==> src/rtl/pixel_substitutor_pkg.sv <==
// Shared constants, state encoding and index helper for the pixel substitutor.
package pixel_substitutor_pkg;

  localparam int SBOX_DEPTH = 256;
  localparam int SBOX_AW    = 8;

  typedef enum logic [1:0] {
    ST_FILL = 2'd0,
    ST_RUN  = 2'd1,
    ST_DONE = 2'd2
  } state_e;

  // S-box lookup index: plaintext whitened by the keystream, wraps in 8 bits.
  function automatic logic [SBOX_AW-1:0] sbox_index(input logic [7:0] p,
                                                    input logic [7:0] k);
    return p ^ k;
  endfunction

endpackage

==> src/rtl/pixel_substitutor_if.sv <==
// Bundle of the S-box load port, pixel input stream and ciphertext output stream.
interface pixel_substitutor_if #(
  parameter int CNT_W = 17
) ();

  logic             sbox_we;
  logic [7:0]       sbox_din;
  logic             sbox_done;
  logic             fill_done;
  logic             fill_err;
  logic             pix_valid;
  logic [7:0]       pix_data;
  logic [7:0]       key_data;
  logic             pix_ready;
  logic             out_valid;
  logic [7:0]       out_data;
  logic             out_ready;
  logic [CNT_W-1:0] pix_count;
  logic             frame_done;

  // Block side.
  modport slave (
    input  sbox_we, sbox_din, sbox_done,
    input  pix_valid, pix_data, key_data, out_ready,
    output fill_done, fill_err, pix_ready, out_valid, out_data,
    output pix_count, frame_done
  );

  // Producer / consumer side.
  modport master (
    output sbox_we, sbox_din, sbox_done,
    output pix_valid, pix_data, key_data, out_ready,
    input  fill_done, fill_err, pix_ready, out_valid, out_data,
    input  pix_count, frame_done
  );

endinterface

==> src/rtl/pixel_substitutor_sbox_lut_ram.sv <==
// 256x8 S-box table: synchronous write, asynchronous read. Not reset; the
// contents are always reloaded before use.
module sbox_lut_ram
  import pixel_substitutor_pkg::*;
(
  input  logic               clk,
  input  logic               we,
  input  logic [SBOX_AW-1:0] waddr,
  input  logic [7:0]         wdata,
  input  logic [SBOX_AW-1:0] raddr,
  output logic [7:0]         rdata
);

  logic [7:0] mem_q [SBOX_DEPTH];

  // Capture one S-box entry per write strobe.
  always_ff @(posedge clk) begin
    if (we) mem_q[waddr] <= wdata;
  end

  assign rdata = mem_q[raddr];

endmodule

==> src/rtl/pixel_substitutor.sv <==
// Chained S-box substitution cipher: load the S-box, then encrypt a pixel
// stream as c[i] = S[p[i]^k[i]] ^ c[i-1], one-entry output register with
// valid/ready backpressure.
module pixel_substitutor
  import pixel_substitutor_pkg::*;
#(
  parameter int         NUM_PIXELS = 65536,
  parameter int         CNT_W      = 17,
  parameter logic [7:0] IV         = 8'h5A
) (
  input  logic                clk,
  input  logic                rst,
  pixel_substitutor_if.slave  bus
);

  localparam logic [CNT_W-1:0] LAST_CNT = CNT_W'(NUM_PIXELS - 1);

  state_e             state_q, state_d;
  logic [SBOX_AW-1:0] wr_idx_q, wr_idx_d;
  logic [7:0]         chain_q, chain_d;
  logic [7:0]         out_data_q, out_data_d;
  logic               out_valid_q, out_valid_d;
  logic [CNT_W-1:0]   cnt_q, cnt_d;
  logic               fill_err_q, fill_err_d;

  logic               ram_we;
  logic [7:0]         sbox_val;
  logic [7:0]         cipher;
  logic               pix_ready;
  logic               in_hs, out_hs, last_wr;

  // Writes only land while filling, so the RAM is frozen once running.
  assign ram_we  = (state_q == ST_FILL) && bus.sbox_we;
  assign last_wr = ram_we && (wr_idx_q == 8'hFF);

  sbox_lut_ram u_ram (
    .clk   (clk),
    .we    (ram_we),
    .waddr (wr_idx_q),
    .wdata (bus.sbox_din),
    .raddr (sbox_index(bus.pix_data, bus.key_data)),
    .rdata (sbox_val)
  );

  assign cipher    = sbox_val ^ chain_q;
  assign pix_ready = (state_q == ST_RUN) && (!out_valid_q || bus.out_ready);
  assign in_hs     = bus.pix_valid && pix_ready;
  assign out_hs    = out_valid_q && bus.out_ready;

  // Next state: fill sequencing, error flag, and the chained output stage.
  always_comb begin
    state_d     = state_q;
    wr_idx_d    = wr_idx_q;
    chain_d     = chain_q;
    out_data_d  = out_data_q;
    out_valid_d = out_valid_q;
    cnt_d       = cnt_q;
    fill_err_d  = fill_err_q;

    if (state_q == ST_FILL) begin
      if (ram_we) wr_idx_d = wr_idx_q + 8'd1;
      if (last_wr) state_d = ST_RUN;
      // A completing write in the same cycle as sbox_done is not an error.
      if (bus.sbox_done && !last_wr) fill_err_d = 1'b1;
    end

    // in_hs can only fire in RUN; DONE just drains the pending output.
    if (in_hs) begin
      out_data_d  = cipher;
      chain_d     = cipher;
      out_valid_d = 1'b1;
      cnt_d       = cnt_q + CNT_W'(1);
      if (cnt_q == LAST_CNT) state_d = ST_DONE;
    end else if (out_hs) begin
      out_valid_d = 1'b0;
    end
  end

  // State registers; reset discards any pending output and restarts the load.
  always_ff @(posedge clk) begin
    if (rst) begin
      state_q     <= ST_FILL;
      wr_idx_q    <= '0;
      chain_q     <= IV;
      out_data_q  <= '0;
      out_valid_q <= 1'b0;
      cnt_q       <= '0;
      fill_err_q  <= 1'b0;
    end else begin
      state_q     <= state_d;
      wr_idx_q    <= wr_idx_d;
      chain_q     <= chain_d;
      out_data_q  <= out_data_d;
      out_valid_q <= out_valid_d;
      cnt_q       <= cnt_d;
      fill_err_q  <= fill_err_d;
    end
  end

  assign bus.fill_done  = (state_q != ST_FILL);
  assign bus.frame_done = (state_q == ST_DONE);
  assign bus.fill_err   = fill_err_q;
  assign bus.pix_ready  = pix_ready;
  assign bus.out_valid  = out_valid_q;
  assign bus.out_data   = out_data_q;
  assign bus.pix_count  = cnt_q;

endmodule
==> src/flat_wrapper.sv <==
// flat-port wrapper written by rule: the top's interface ports become plain ports
module pixel_substitutor_flat import pixel_substitutor_pkg::*;
#(
  parameter int         NUM_PIXELS = 65536,
  parameter int         CNT_W      = 17,
  parameter logic [7:0] IV         = 8'h5A
)
  (clk, rst, bus_sbox_we, bus_sbox_din, bus_sbox_done, bus_pix_valid, bus_pix_data, bus_key_data, bus_out_ready, bus_fill_done, bus_fill_err, bus_pix_ready, bus_out_valid, bus_out_data, bus_pix_count, bus_frame_done);
  pixel_substitutor_if #(.CNT_W(CNT_W)) bus_i ();
  input  logic clk;
  input  logic rst;
  input wire logic [$bits(bus_i.sbox_we)-1:0] bus_sbox_we;
  input wire logic [$bits(bus_i.sbox_din)-1:0] bus_sbox_din;
  input wire logic [$bits(bus_i.sbox_done)-1:0] bus_sbox_done;
  input wire logic [$bits(bus_i.pix_valid)-1:0] bus_pix_valid;
  input wire logic [$bits(bus_i.pix_data)-1:0] bus_pix_data;
  input wire logic [$bits(bus_i.key_data)-1:0] bus_key_data;
  input wire logic [$bits(bus_i.out_ready)-1:0] bus_out_ready;
  output wire logic [$bits(bus_i.fill_done)-1:0] bus_fill_done;
  output wire logic [$bits(bus_i.fill_err)-1:0] bus_fill_err;
  output wire logic [$bits(bus_i.pix_ready)-1:0] bus_pix_ready;
  output wire logic [$bits(bus_i.out_valid)-1:0] bus_out_valid;
  output wire logic [$bits(bus_i.out_data)-1:0] bus_out_data;
  output wire logic [$bits(bus_i.pix_count)-1:0] bus_pix_count;
  output wire logic [$bits(bus_i.frame_done)-1:0] bus_frame_done;
  assign bus_i.sbox_we = bus_sbox_we;
  assign bus_i.sbox_din = bus_sbox_din;
  assign bus_i.sbox_done = bus_sbox_done;
  assign bus_i.pix_valid = bus_pix_valid;
  assign bus_i.pix_data = bus_pix_data;
  assign bus_i.key_data = bus_key_data;
  assign bus_i.out_ready = bus_out_ready;
  assign bus_fill_done = bus_i.fill_done;
  assign bus_fill_err = bus_i.fill_err;
  assign bus_pix_ready = bus_i.pix_ready;
  assign bus_out_valid = bus_i.out_valid;
  assign bus_out_data = bus_i.out_data;
  assign bus_pix_count = bus_i.pix_count;
  assign bus_frame_done = bus_i.frame_done;
  pixel_substitutor #(.NUM_PIXELS(NUM_PIXELS), .CNT_W(CNT_W), .IV(IV)) u_core (.clk(clk), .rst(rst), .bus(bus_i));
endmodule
==> config.mk <==
export PLATFORM = sky130hd
export DESIGN_NAME = pixel_substitutor_flat
export DESIGN_NICKNAME = d
export VERILOG_FILES = /design/src/rtl/pixel_substitutor_pkg.sv /design/src/rtl/pixel_substitutor_if.sv /design/src/rtl/pixel_substitutor_sbox_lut_ram.sv /design/src/rtl/pixel_substitutor.sv /design/src/flat_wrapper.sv
export SDC_FILE = /design/constraint.sdc
export NUM_CORES = 2
export LEC_CHECK = 0
export CAP_MARGIN = 20
export CORE_MARGIN = 2
export CORE_UTILIZATION = 60
export CTS_CLUSTER_SIZE = 24
export DETAILED_ROUTE_END_ITERATION = 12
export MAX_ROUTING_LAYER = met4
export PLACE_DENSITY = 0.76
export REMOVE_ABC_BUFFERS = 1
export SLEW_MARGIN = 20
export SYNTH_ARGS = -nofsm -noshare
export SYNTH_HDL_FRONTEND = slang
export SYNTH_HIERARCHICAL = 1
export SYNTH_SLANG_ARGS = --single-unit
==> constraint.sdc <==
create_clock -name clk -period 4.9 [get_ports clk]
set_input_delay 0.98 -clock clk [delete_from_list [all_inputs] [get_ports clk]]
set_output_delay 0.98 -clock clk [all_outputs]
set_load 0.02 [all_outputs]
==> run summary <==
======================================================================================
Largest stage delay on the critical path                                       0.95 ns
Detail-routed net length per standard cell                                     32.4 um
Syn avg cell area                                                            20.6 um^2
Final period util                                                                98.1%
Share of async-settable or async-resettable flops after synthesis                   0%
Max_slew headroom                                                                24.7%
Placer congestion estimate                                                       0.906
Largest area contributor in the netlist                                   sky130_fd_sc_hd__edfxtp_1
Netlist area before placement                                              0.0813 mm^2
Critical path data arrival time                                                5.51 ns
Routed WL                                                                       200 mm
Class of the worst hold path                                              flop to flop
Ports placed on the boundary                                                        60
Synth warnings                                                                       6
Die W                                                                           372 um
Post-DR vias/cell                                                                 6.83
Series of cell instances along the critical path                          clkdlybuf4s50_1 -> xor2_4 -> buf_12 -> buf_4 -> mux4_2 -> mux4_2 -> nor2b_1 -> nor4_1 -> nor4_1 -> xnor2_1 -> a211oi_1
Number of rows in the core area                                                    135
Clock tree from TritonCTS                                                        built
CP Capture Type                                                                   flop
Max Root-Sink Buffers                                                                3
Detailed Place HPWL                                                             122 mm
Residual DRC                                                                         0
Quantity of hold-fixing buffers added after cts                                      0
Net count reported at finish                                                     4,233
Iteration count of the initial detailed-routing pass                                 6
Ratio of cells with drive above 1 in the final layout                            23.2%
Top post-synthesis cells by count                                         2,048 x sky130_fd_sc_hd__edfxtp_1, 454 x sky130_fd_sc_hd__mux4_2, 309 x sky130_fd_sc_hd__nor2_1
Max Freq                                                                       208 MHz
Hold Vio Cnt, Final                                                                  0
Area growth, synth to finish                                                     12.4%
Top flip-flop cell by instance count after synthesis                      sky130_fd_sc_hd__edfxtp_1
Type of the worst setup path                                              input port to flop
Die Area                                                                    0.138 mm^2
Number of instances in the synthesized netlist                                   3,938
Effective utilization at floorplan                                               60.3%
Grt total ovfl                                                                       0
Number of synthesized register bits                                              2,089
Unique cell type count in the Yosys netlist                                         71
Highest ir drop seen on vdd                                                     434 uV
Setup repair after global routing missed its margin                                 no
Power density over cell area                                               408 mW/mm^2
Maximum number of pins on one net before global-route repair                       128
Clock buffer count from CTS                                                        195
Least-Margin Pin Slew                                                          1.12 ns
Outcome                                                                   finished, final reports clean
Number of violations of the max-capacitance limit                                    0
Total power                                                                  37,300 uW
Final design utilization                                                         67.7%
Port Buffer Count                                                                   59
Area share of the largest cell type after synthesis                              75.6%
Pins over their slew limit                                                           0
Drt initial violations                                                           5,823
Total of endpoints with negative setup slack in the final report                     0
Leading cell types by total area after synthesis                          sky130_fd_sc_hd__edfxtp_1 76%, sky130_fd_sc_hd__mux4_2 13%, sky130_fd_sc_hd__mux2i_1 1.7%
Number of global-route vias before repair                                       42,000
Portion of the post-synthesis area used by sequential elements                   76.6%
Initial antenna violation count                                                      4
EDFF count, synth                                                                2,048
CTS Root Cell                                                             sky130_fd_sc_hd__clkbuf_16
CTS resizes                                                                          0
Clock slew at the register clock pins of the worst setup and hold paths        0.06 ns
Wire length of the first global-routing pass                                    291 mm
Height of the chip                                                              372 um
Maximum level of the CTS H-tree                                                      4
CP required                                                                    5.61 ns
Post-route minimum period                                                      4.81 ns
Floorplan core area                                                         0.135 mm^2
Post-route ant nets                                                                  0
Post CTS Setup Buffer Count                                                          0
Clk_lat worst skew                                                             0.83 ns
Vias after detailed routing                                                     42,000
Slowest cell on crit path                                                 sky130_fd_sc_hd__nor4_1
Setup skew after layout                                                      0.0225 ns
Startpoint Class                                                            input port
Clock Sinks                                                                      2,089
Most instantiated library cell after synthesis                            sky130_fd_sc_hd__edfxtp_1
Leakage dissipation                                                          0.0286 uW
Max FO, Critical Path                                                               27
Combined global-route utilization of all metal layers                            30.3%
======================================================================================
## worst paths after layout
kind / start / endpoint / slack [ns] / cells past startpoint
max: bus_key_data[1] / u_core/bus.out_data[4] / 0.09 / 11
min: u_core/bus.fill_err / u_core/bus.fill_err / 0.46 / 2
max reg2reg: u_core/wr_idx_q[0] / u_core/u_ram/mem_q[229][0] / 1.31 / 4
min reg2reg: u_core/bus.fill_err / u_core/bus.fill_err / 0.46 / 2
## sequential cells by signal, summed over array words and instances (netlist names)
signal / flops
u_core/bus.fill_err: 1
u_core/bus.pix_count: 17
u_core/bus.out_valid: 1
u_core/u_ram/mem_q: 2048
u_core/bus.out_data: 4
u_core/state_q: 2
u_core/wr_idx_q: 8
u_core/chain_q: 8
## report_power, final
part | total, uW | internal (uW) | switching (uW)
sequential | 19600 | 19600 | 9.96
clock | 14500 | 8090 | 6370
combinational | 3240 | 1320 | 1910
total | 37300 | 29000 | 8300
## layout make-up
cell class	instances	area, um^2
Antenna cell	6	15.0
Clock buffer	247	5210
Clock inverter	114	885
Fill cell	8104	43500
Inverter	6	22.5
Multi-Input combinational cell	1596	17600
Sequential cell	2089	62300
Tap cell	1781	2230
Timing Repair Buffer	312	3100
## routing by layer
layer / global-route usage (%) / share of wire [%]
met3: 5.81 / 11
met1: 40.7 / 36
met2: 46.8 / 49
met4: 11.7 / 4.2
met5: - / 0
## critical path: cells and delay by family
family / cells / cell delay (ns)
AOI/OAI and AO/OA: 1 / 0.28
xor gates and xnor gates: 2 / 0.64
buffers and inverters: 3 / 1.31
muxes: 2 / 0.89
and+or+nand+nor: 3 / 1.37
## through the flow
| step | instances | setup TNS, ns | worst slack (ns) | hold WS [ns] | instance area (um^2) |
|---|---|---|---|---|---|
| floorplan | 3691 | -562.21 | -48.74 | 0.488 | 79800 |
| global placement | 5784 | -1.64 | -0.610 | 0.451 | 85300 |
| detailed placement | 5784 | -1.95 | -0.656 | 0.450 | 85300 |
| CTS | 6145 | 0 | 0.204 | 0.462 | 91400 |
| global route | 6148 | 0 | 0.102 | 0.485 | 91400 |
| finish | 6151 | 0 | 0.0941 | 0.464 | 91400 |
## cells in the final DEF (no fill, tap or decap), drive strengths merged, types with 38 or more instances in the layout
master,n
buf,254
o221ai,47
mux2i,136
clkdlybuf4s50,50
clkbuf,255
edfxtp,2048
mux4,456
a21oi,111
nand2,41
clkinv,87
dfxtp,41
a22oi,133
nand3,38
nor2,309
## cells by family after synthesis
family,Yosys count,synth area share (%)
buf+inv,253,1.90
mux,593,14.3
simple gates,550,3.15
fa+ha+maj,3,0.0462
xor+xnor,30,0.323
flops,2089,76.6
compound gates,420,3.61
No activity file was read; power rests on OpenSTA's default activity.
